==> config.mk <==
export PLATFORM = sky130hd
export DESIGN_NAME = demux_4x_nbit_stream
export DESIGN_NICKNAME = d
export VERILOG_FILES = /design/src/rtl/demux_4x_nbit_stream.sv
export SDC_FILE = /design/constraint.sdc
export NUM_CORES = 1
export LEC_CHECK = 0
export BUFFER_PORTS_ARGS = -buffer_cell sky130_fd_sc_hd__buf_2
export CAP_MARGIN = 25
export CORE_AREA = 2 2 64 66
export CTS_CLUSTER_SIZE = 30
export DETAILED_ROUTE_END_ITERATION = 12
export DIE_AREA = 0 0 66 68
export GPL_TIMING_DRIVEN = 0
export HOLD_SLACK_MARGIN = 0.1
export PLACE_DENSITY = 0.78
export SYNTH_ARGS = -nofsm -noshare
export SYNTH_HDL_FRONTEND = slang
export SYNTH_SLANG_ARGS = --single-unit
==> constraint.sdc <==
create_clock -name clk -period 2.75 [get_ports clk]
set_input_delay 0.275 -clock clk [delete_from_list [all_inputs] [get_ports clk]]
set_output_delay 0.275 -clock clk [all_outputs]
set_load 0.03 [all_outputs]
==> src/rtl/demux_4x_nbit_stream.sv <==
// 1-to-4 stream demultiplexer with a one-entry valid/ready register per output channel.
// Optional DEMUX_DROP_EN: never backpressure; beats to a stalled full channel are dropped and counted.
module demux_4x_nbit_stream #(
    parameter int BUS_WIDTH = 8,
    parameter int CNT_WIDTH = 8
) (
    input  logic                 clk,
    input  logic                 rst,
    input  logic [BUS_WIDTH-1:0] in_data,
    input  logic [1:0]           in_sel,
    input  logic                 in_valid,
    output logic                 in_ready,
    output logic [BUS_WIDTH-1:0] out_a,
    output logic [BUS_WIDTH-1:0] out_b,
    output logic [BUS_WIDTH-1:0] out_c,
    output logic [BUS_WIDTH-1:0] out_d,
    output logic [3:0]           out_valid,
    input  logic [3:0]           out_ready,
    output logic [CNT_WIDTH-1:0] drop_cnt
);

    typedef enum logic {S_EMPTY = 1'b0, S_FULL = 1'b1} state_t;

    state_t               r_state [4];
    logic [BUS_WIDTH-1:0] r_data  [4];

    logic [3:0] w_room;
    logic [3:0] w_drain;
    logic [3:0] w_load;

    // A channel has room when it is empty or is handing its beat off this cycle.
    always_comb begin
        w_room  = '0;
        w_drain = '0;
        w_load  = '0;
        for (int k = 0; k < 4; k++) begin
            w_room[k]  = !out_valid[k] || out_ready[k];
            w_drain[k] = out_valid[k] && out_ready[k];
        end
        if (in_valid && w_room[in_sel]) begin
            w_load[in_sel] = 1'b1;
        end
    end

    always_comb begin
        out_valid = '0;
        for (int k = 0; k < 4; k++) begin
            out_valid[k] = (r_state[k] == S_FULL);
        end
    end

    always_ff @(posedge clk) begin
        if (rst) begin
            for (int k = 0; k < 4; k++) begin
                r_state[k] <= S_EMPTY;
                r_data[k]  <= '0;
            end
        end else begin
            for (int k = 0; k < 4; k++) begin
                case (r_state[k])
                    S_EMPTY: if (w_load[k]) r_state[k] <= S_FULL;
                    S_FULL:  if (w_drain[k] && !w_load[k]) r_state[k] <= S_EMPTY;
                    default: r_state[k] <= S_EMPTY;
                endcase
                if (w_load[k]) begin
                    r_data[k] <= in_data;
                end
            end
        end
    end

    assign out_a = r_data[0];
    assign out_b = r_data[1];
    assign out_c = r_data[2];
    assign out_d = r_data[3];

`ifdef DEMUX_DROP_EN
    logic                 w_drop;
    logic [CNT_WIDTH-1:0] r_drop_cnt;

    assign w_drop = in_valid && !w_room[in_sel];

    always_ff @(posedge clk) begin
        if (rst) begin
            r_drop_cnt <= '0;
        end else if (w_drop && (r_drop_cnt != {CNT_WIDTH{1'b1}})) begin
            r_drop_cnt <= r_drop_cnt + 1'b1;
        end
    end

    assign in_ready = 1'b1;
    assign drop_cnt = r_drop_cnt;
`else
    assign in_ready = w_room[in_sel];
    assign drop_cnt = '0;
`endif

endmodule

==> results of run 1 <==
[power breakdown]
part,internal (mW),switching [mW]
Clock,0.176,0.194
Sequential,0.636,0.0118
Combinational,0.0710,0.157
Total,0.884,0.363
[critical path, stage by stage, from the launching register on]
cell and delay [ns]:
sky130_fd_sc_hd__edfxtp_1 0.47, sky130_fd_sc_hd__nor2b_1 0.17, sky130_fd_sc_hd__buf_2 0.19, sky130_fd_sc_hd__o21bai_1 0.65
[registers in the layout (all words and copies together), names as in the netlist]
signal,cells
r_state,4
r_data,32
[cells in the final DEF, fill, tap and decap left out, types with 2 or more instances in the layout]
| cell | count |
|---|---|
| sky130_fd_sc_hd__conb_1 | 8 |
| sky130_fd_sc_hd__nand3b_1 | 3 |
| sky130_fd_sc_hd__buf_6 | 4 |
| sky130_fd_sc_hd__or3b_1 | 3 |
| sky130_fd_sc_hd__clkbuf_1 | 2 |
| sky130_fd_sc_hd__nor2b_1 | 7 |
| sky130_fd_sc_hd__clkbuf_8 | 5 |
| sky130_fd_sc_hd__clkinv_2 | 2 |
| sky130_fd_sc_hd__o21bai_1 | 4 |
| sky130_fd_sc_hd__buf_4 | 13 |
| sky130_fd_sc_hd__nand2b_1 | 4 |
| sky130_fd_sc_hd__edfxtp_1 | 36 |
| sky130_fd_sc_hd__mux2i_1 | 4 |
| sky130_fd_sc_hd__buf_2 | 57 |
| sky130_fd_sc_hd__nand2_1 | 9 |
| sky130_fd_sc_hd__nor3_2 | 24 |
| sky130_fd_sc_hd__a21oi_1 | 4 |
| sky130_fd_sc_hd__nor3_1 | 10 |
[logic make-up (layout without fill, tap and decap cells)]
kind of cell	Yosys count	count (layout)	share of synthesized area [%]
other	1	8	0.203
AOI/OAI and AO/OA	8	8	2.71
buffers and inverters	24	84	9.48
DFF	36	36	58.5
and+or+nand+nor	65	65	25.7
muxes	5	5	3.39
[metal layers]
metal | vias to the layer above | wire length (µm)
li1 | 623 | -
met1 | 558 | 1500
met2 | 56 | 1540
met3 | 5 | 300
met4 | 0 | 71
met5 | - | 0
[area by class of cell]
cell class,count,share of cell area [%]
timing repair buffer,52,11.4
buffer,24,7.67
tap,50,2.74
clock inverter,3,0.821
multi-input combinational,86,27.1
clock buffer,5,3.01
sequential,36,47.3
[how the worst min path moves through the flow]
stage	cells past startpoint	slack [ns]	endpoint
global placement	1	0.64	r_state[0]$_SDFFCE_PN0P_
detailed placement	1	0.64	r_state[0]$_SDFFCE_PN0P_
finish	3	0.42	r_state[2]$_SDFFCE_PN0P_
floorplan	2	0.58	r_state[3]$_SDFFCE_PP0P_
CTS	3	0.41	r_state[3]$_SDFFCE_PP0P_
global route	3	0.42	r_state[3]$_SDFFCE_PP0P_
==> Implementation_results.wiki, run 1 <==
{| class="wikitable"
! Metric !! Value
|-
| Area of the multi-input gates || a little over 600 µm²
|-
| Number of standard cells in the final layout excluding fillers || ~260
|-
| Placed instance area || roughly 0.0022 mm²
|-
| Placement-stage worst setup slack || between 0.7 and 0.8 ns
|-
| CP Capture Point || r_data[2][2]$_SDFFCE_PN0P_
|-
| Number of sinks on the clock net || 36
|-
| Yosys top cell area share || approximately 58%
|-
| Share of the cycle needed by the critical path after routing || between 60% and 70%
|-
| Final hold violation count || 0
|-
| Met2 Resource Use GR || between 20% and 30%
|-
| Placed Cells incl. Taps || 248
|-
| Worst hold slack || 0.423 ns
|-
| Synthesis-stage register bit count || 36
|-
| Initial Utilization || between 40 and 50%
|-
| Post-CTS clock slew at the launch and capture registers of the worst setup and hold paths || approximately 0.07 ns
|-
| Routed wire per std cell || 13.3 µm
|-
| Cell type with the largest total area after synthesis || sky130_fd_sc_hd__edfxtp_1
|-
| Total gr overflow || 0
|-
| Maximum fanout count along the critical path || 9
|-
| Ports placed on the boundary || 62
|-
| Number of design rule violations left after detail routing || 0
|-
| Half-perimeter wire length of the detailed placement result || 2.61 mm
|-
| Clock tree from TritonCTS || yes
|-
| Post-synthesis to final-layout area growth || 23.6%
|-
| Capture point of the worst reg-to-reg path || r_data[2][2]$_SDFFCE_PN0P_
|-
| N_diodes || 0
|-
| Worst Setup Path Type || reg2reg
|-
| Final cell utilization of the core || about three fifths
|-
| Via count of the first global-routing pass || around 1100
|-
| First-pass detailed-route iteration total || 4
|-
| Most used standard cells in the synthesized netlist || sky130_fd_sc_hd__edfxtp_1, sky130_fd_sc_hd__nor3_2, sky130_fd_sc_hd__buf_4
|-
| Power density cells || approximately 550 mW/mm²
|-
| CTS root buf || sky130_fd_sc_hd__clkbuf_8
|-
| Fin. max-slew vios || 0
|-
| Setup clock skew after layout || about 0.0026 ns
|-
| Setup repair after global routing missed its margin || no
|-
| Number of CTS-inserted buffers || 5
|-
| First-iteration detailed-routing DRC count || 72
|-
| Crit Reg-Reg Startpoint || r_state[2]$_SDFFCE_PN0P_
|-
| Mean post-synth cell area || ~13 µm²
|-
| Overall via count from detail_route || between 1000 and 1500
|-
| Number of buffers inserted by port buffering || 52
|-
| Mapped cell area || between 0.0015 and 0.002 mm²
|-
| Least setup slack across all paths after layout || ~0.9 ns
|-
| Peak ir drop on the vdd network || ~210 µV
|-
| Final-stage net count || between 200 and 250
|-
| Actual slew at the worst max-slew pin || roughly 0.78 ns
|-
| Die X || 66 µm
|-
| Outcome || complete, no violations
|-
| Min cycle time layout || 1.85 ns
|-
| Leakage || slightly below 1 nW
|-
| Largest net degree at the start of global routing || 13
|-
| Worst Hold Launch || in_sel[1]
|-
| Wire length of the first global-routing pass || around 5.3 mm
|-
| Aggregate negative setup slack || 0 ns
|-
| Clock latency reported for the late side of the worst-skew pair || between 0.2 and 0.3 ns
|-
| Count of fill cells added during filler insertion || around 330
|-
| Placeable core region || 0.00386 mm²
|-
| Post-Syn Instances || 139
|-
| GPL Wtd Cong || between 0.8 and 0.9
|-
| GRT met3 Usage || ~5%
|-
| Longest Clk Path Bufs || 2
|-
| Worst EP required || between 2 and 3 ns
|-
| Setup-violating endpoint count in the final report || 0
|-
| Initial antenna violation count || 0
|-
| Number of vias per cell || slightly below 5
|-
| All-layer global routing usage || 16.6%
|-
| Sort of element at the end of the critical path || flop
|-
| Remaining antenna violation count after routing || 0
|-
| Final Instance Area || approximately 0.0023 mm²
|-
| Unique masters post-synth || 22
|-
| Storage element area || around 0.0011 mm²
|-
| YS warnings || 0
|-
| Setup crit start kind || flop
|-
| Hold buffer count at cts || 0
|-
| Number of placement rows || 23
|-
| Reg2reg path depth || 3
|-
| Area contributors post-synth || sky130_fd_sc_hd__edfxtp_1, sky130_fd_sc_hd__nor3_2, sky130_fd_sc_hd__buf_4, sky130_fd_sc_hd__nor3_1, sky130_fd_sc_hd__buf_6
|-
| Final Total Pwr || 1.25 mW
|-
| Worst setup slack for register-to-register paths || about 0.90 ns
|-
| Post-synth EDFFs || 36
|-
| Max H-tree Level || 2
|-
| Register area share after synthesis || 58.5%
|-
| Count of cells resized by post-cts repair || 0
|-
| Relative slew margins || just under 50%
|-
| Routed wire length || about 3.4 mm
|-
| Count of max-cap constraint violations || 0
|-
| Highest clock rate || around 0.54 GHz
|-
| Setup fix buffers added after clock tree synthesis || 0
|-
| Worst Setup SP || r_state[2]$_SDFFCE_PN0P_
|-
| Worst min path class || in2reg
|-
| Leading cell type by number of instances after synthesis || sky130_fd_sc_hd__edfxtp_1
|-
| Main synth FF type || sky130_fd_sc_hd__edfxtp_1
|-
| Met1 Resource Use GR || between 20% and 30%
|-
| Asr flop ratio synth || 0%
|-
| Overall die area || between 0.004 and 0.005 mm²
|-
| Height of the chip || just under 70 µm
|-
| Worst EP arrival || between 1.5 and 2 ns
|-
| Routing layer with the top usage in global route || met2
|-
| Fraction of final layout cells sized beyond drive strength 1 || around half
|}
Note: power is estimated with default switching activity, not from simulation.
==> run 2: changes to the inputs <==
Clock period 2.75 ns to 1.94 ns, I/O delays scaled along.
==> Implementation_results.wiki, run 2 (synthesis gave the netlist of run 1 again) <==
{| class="wikitable"
! Metric !! Value
|-
| First-pass detailed-route iteration total || 4 (unchanged)
|-
| Height of the chip || 68 µm (unchanged)
|-
| Via count of the first global-routing pass || 1096 (unchanged)
|-
| Routed wire per std cell || 13.3 µm (about the same)
|-
| Biggest register || r_data (unchanged)
|-
| Relative slew margins || 49.8% (was 48.2%)
|-
| Cells traversed along the worst timing path || nor2b_1 > clkbuf_1 > o21bai_1 (was nor2b_1 > buf_2 > o21bai_1)
|-
| Post-CTS clock slew at the launch and capture registers of the worst setup and hold paths || 0.07 ns (about the same)
|-
| First-iteration detailed-routing DRC count || 72 (unchanged)
|-
| Number of buffers inserted by port buffering || 52 (unchanged)
|-
| Storage element area || 0.00108 mm² (unchanged)
|-
| Leakage || 0.965 nW (was 0.962 nW)
|-
| Total gr overflow || 0 (unchanged)
|-
| Area of the multi-input gates || 622 µm² (was 618 µm²)
|-
| Peak ir drop on the vdd network || 294 µV (was 208 µV)
|-
| Share of the cycle needed by the critical path after routing || 94.1% (was 67.4%)
|-
| Setup fix buffers added after clock tree synthesis || 0 (unchanged)
|-
| Clock latency reported for the late side of the worst-skew pair || 0.29 ns (about the same)
|-
| All-layer global routing usage || 16.6% (unchanged)
|-
| Most frequent cells in the layout || sky130_fd_sc_hd__buf_2, sky130_fd_sc_hd__edfxtp_1, sky130_fd_sc_hd__nor3_2, sky130_fd_sc_hd__buf_4, sky130_fd_sc_hd__nor3_1 (unchanged)
|-
| Hold depth || 3 (unchanged)
|-
| Critical path's slowest cell || sky130_fd_sc_hd__o21bai_1 (unchanged)
|-
| N_diodes || 0 (unchanged)
|-
| Number of sinks on the clock net || 36 (unchanged)
|-
| Overall die area || 0.00449 mm² (unchanged)
|-
| Crit Reg-Reg Startpoint || r_state[3]$_SDFFCE_PP0P_ (was r_state[2]$_SDFFCE_PN0P_)
|-
| Worst Hold Launch || rst (was in_sel[1])
|-
| GPL Wtd Cong || 0.879 (unchanged)
|-
| Reg2reg path depth || 3 (unchanged)
|-
| Most common cell after layout, fill and taps aside || sky130_fd_sc_hd__buf_2 (unchanged)
|-
| Number of design rule violations left after detail routing || 0 (unchanged)
|-
| Actual slew at the worst max-slew pin || 0.752 ns (was 0.775 ns)
|-
| Final-stage net count || 222 (unchanged)
|-
| Worst Setup SP || r_state[3]$_SDFFCE_PP0P_ (was r_state[2]$_SDFFCE_PN0P_)
|-
| Fin. max-slew vios || 0 (unchanged)
|-
| Setup-violating endpoint count in the final report || 0 (unchanged)
|-
| Longest Clk Path Bufs || 2 (unchanged)
|-
| Half-perimeter wire length of the detailed placement result || 2.61 mm (unchanged)
|-
| Max H-tree Level || 2 (unchanged)
|-
| Count of fill cells added during filler insertion || 329 (was 331)
|-
| Worst Setup Path Type || reg2reg (unchanged)
|-
| Fraction of final layout cells sized beyond drive strength 1 || 52.4% (was 51.9%)
|-
| Clock tree from TritonCTS || yes (unchanged)
|-
| Routed wire length || 3.40 mm (was 3.41 mm)
|-
| Highest clock rate || 0.548 GHz (was 0.539 GHz)
|-
| Overall via count from detail_route || 1247 (was 1242)
|-
| Worst EP required || 1.86 ns (was 2.67 ns)
|-
| Sort of element at the end of the critical path || flop (unchanged)
|-
| Worst min path class || in2reg (unchanged)
|-
| Post-synthesis to final-layout area growth || 23.8% (was 23.6%)
|-
| Min cycle time layout || 1.83 ns (was 1.85 ns)
|-
| Setup clock skew after layout || 0.00347 ns (was 0.00258 ns)
|-
| Final hold violation count || 0 (unchanged)
|-
| Count of max-cap constraint violations || 0 (unchanged)
|-
| Power density cells || 771 mW/mm² (was 546 mW/mm²)
|-
| Number of vias per cell || 4.87 (was 4.85)
|-
| Worst EP arrival || 1.75 ns (was 1.78 ns)
|-
| Largest net degree at the start of global routing || 13 (unchanged)
|-
| Setup crit start kind || flop (unchanged)
|-
| Setup repair after global routing missed its margin || no (unchanged)
|-
| Wire length of the first global-routing pass || 5.33 mm (unchanged)
|-
| CTS root buf || sky130_fd_sc_hd__clkbuf_8 (unchanged)
|-
| Placed instance area || 0.00220 mm² (unchanged)
|-
| Placeable core region || 0.00386 mm² (unchanged)
|-
| Number of flip-flops under the largest register name || 32 (unchanged)
|-
| Remaining antenna violation count after routing || 0 (unchanged)
|-
| Hold buffer count at cts || 0 (unchanged)
|-
| Maximum fanout count along the critical path || 9 (unchanged)
|-
| Aggregate negative setup slack || 0 ns (unchanged)
|-
| Number of placement rows || 23 (unchanged)
|-
| Final Instance Area || 0.00229 mm² (was 0.00228 mm²)
|-
| Initial Utilization || 47.9% (unchanged)
|-
| Die X || 66 µm (unchanged)
|-
| Largest incremental delay on the critical path || 0.63 ns (was 0.65 ns)
|-
| Ports placed on the boundary || 62 (unchanged)
|-
| Regs by FF count || r_data (32), r_state (4) (unchanged)
|-
| Number of CTS-inserted buffers || 5 (unchanged)
|-
| Initial antenna violation count || 0 (unchanged)
|-
| Outcome || complete, no violations (unchanged)
|}
-- run 2: cell counts in the layout (fill, tap and decap cells not counted) --
Identical to the previous run, type by type.
-- run 2: stage by stage --
step                cells  util (%)  hold WS (ns)  power, mW  worst slack, ns
floorplan             146         -         0.503       1.18            0.350
global placement      248      57.0         0.632       1.25           0.0648
detailed placement    248      57.0         0.643       1.26           0.0208
CTS                   256      59.2         0.333       1.77           0.0949
global route          256      59.3         0.343       1.84          0.00613
finish                256      59.3         0.343       1.76            0.114
-- run 2: routing by layer --
| metal | vias up | routed length (µm) | global-route usage, % | part of all wire, % |
|---|---|---|---|---|
| met1 | 560 | 1490 | 20.8 | 44 |
| met3 | 7 | 309 | 5.10 | 9.1 |
| met2 | 56 | 1520 | 26.1 | 45 |
| met5 | - | 0 | 0 | 0 |
| li1 | 624 | - | - | - |
| met4 | 0 | 76 | 8.42 | 2.2 |
-- run 2: timing repair --
action | 4_1_cts | 5_1_grt
endpoints found under the hold margin | 0 | 0
endpoints found under the setup margin | 0 | 8
gates resized for setup | 0 | 1
-- run 2: worst max-delay path, delay by kind of cell, from the launching register on --
family	cells	cell delay [ns]
AOI/OAI and AO/OA	1	0.63
DFF	1	0.46
and+or+nand+nor	1	0.17
buffers and inverters	1	0.20
-- run 2: layout make-up --
type / count / share of cell area [%]
Timing Repair Buffer: 52 / 11.4
Sequential cell: 36 / 47.2
Buffer: 24 / 7.65
Clock buffer: 5 / 3.01
Tap cell: 50 / 2.73
Clock inverter: 3 / 0.820
Multi-Input combinational cell: 86 / 27.2
-- run 2: report_power, final --
group          leakage, nW  switching, mW  total (mW)  internal (mW)
Clock               0.0479          0.272       0.522          0.250
Combinational        0.539          0.223       0.324          0.101
Sequential           0.378         0.0167       0.919          0.902
Total                0.965          0.511        1.76           1.25
-- run 2: worst paths after layout --
| check | end | slack (ns) |
|---|---|---|
| setup reg to reg | r_data[3][3]$_SDFFCE_PN0P_ | 0.11 |
| setup / recovery | r_data[3][3]$_SDFFCE_PN0P_ | 0.11 |
| hold / removal | r_state[3]$_SDFFCE_PP0P_ | 0.34 |
| hold reg to reg | r_state[0]$_SDFFCE_PN0P_ | 0.65 |
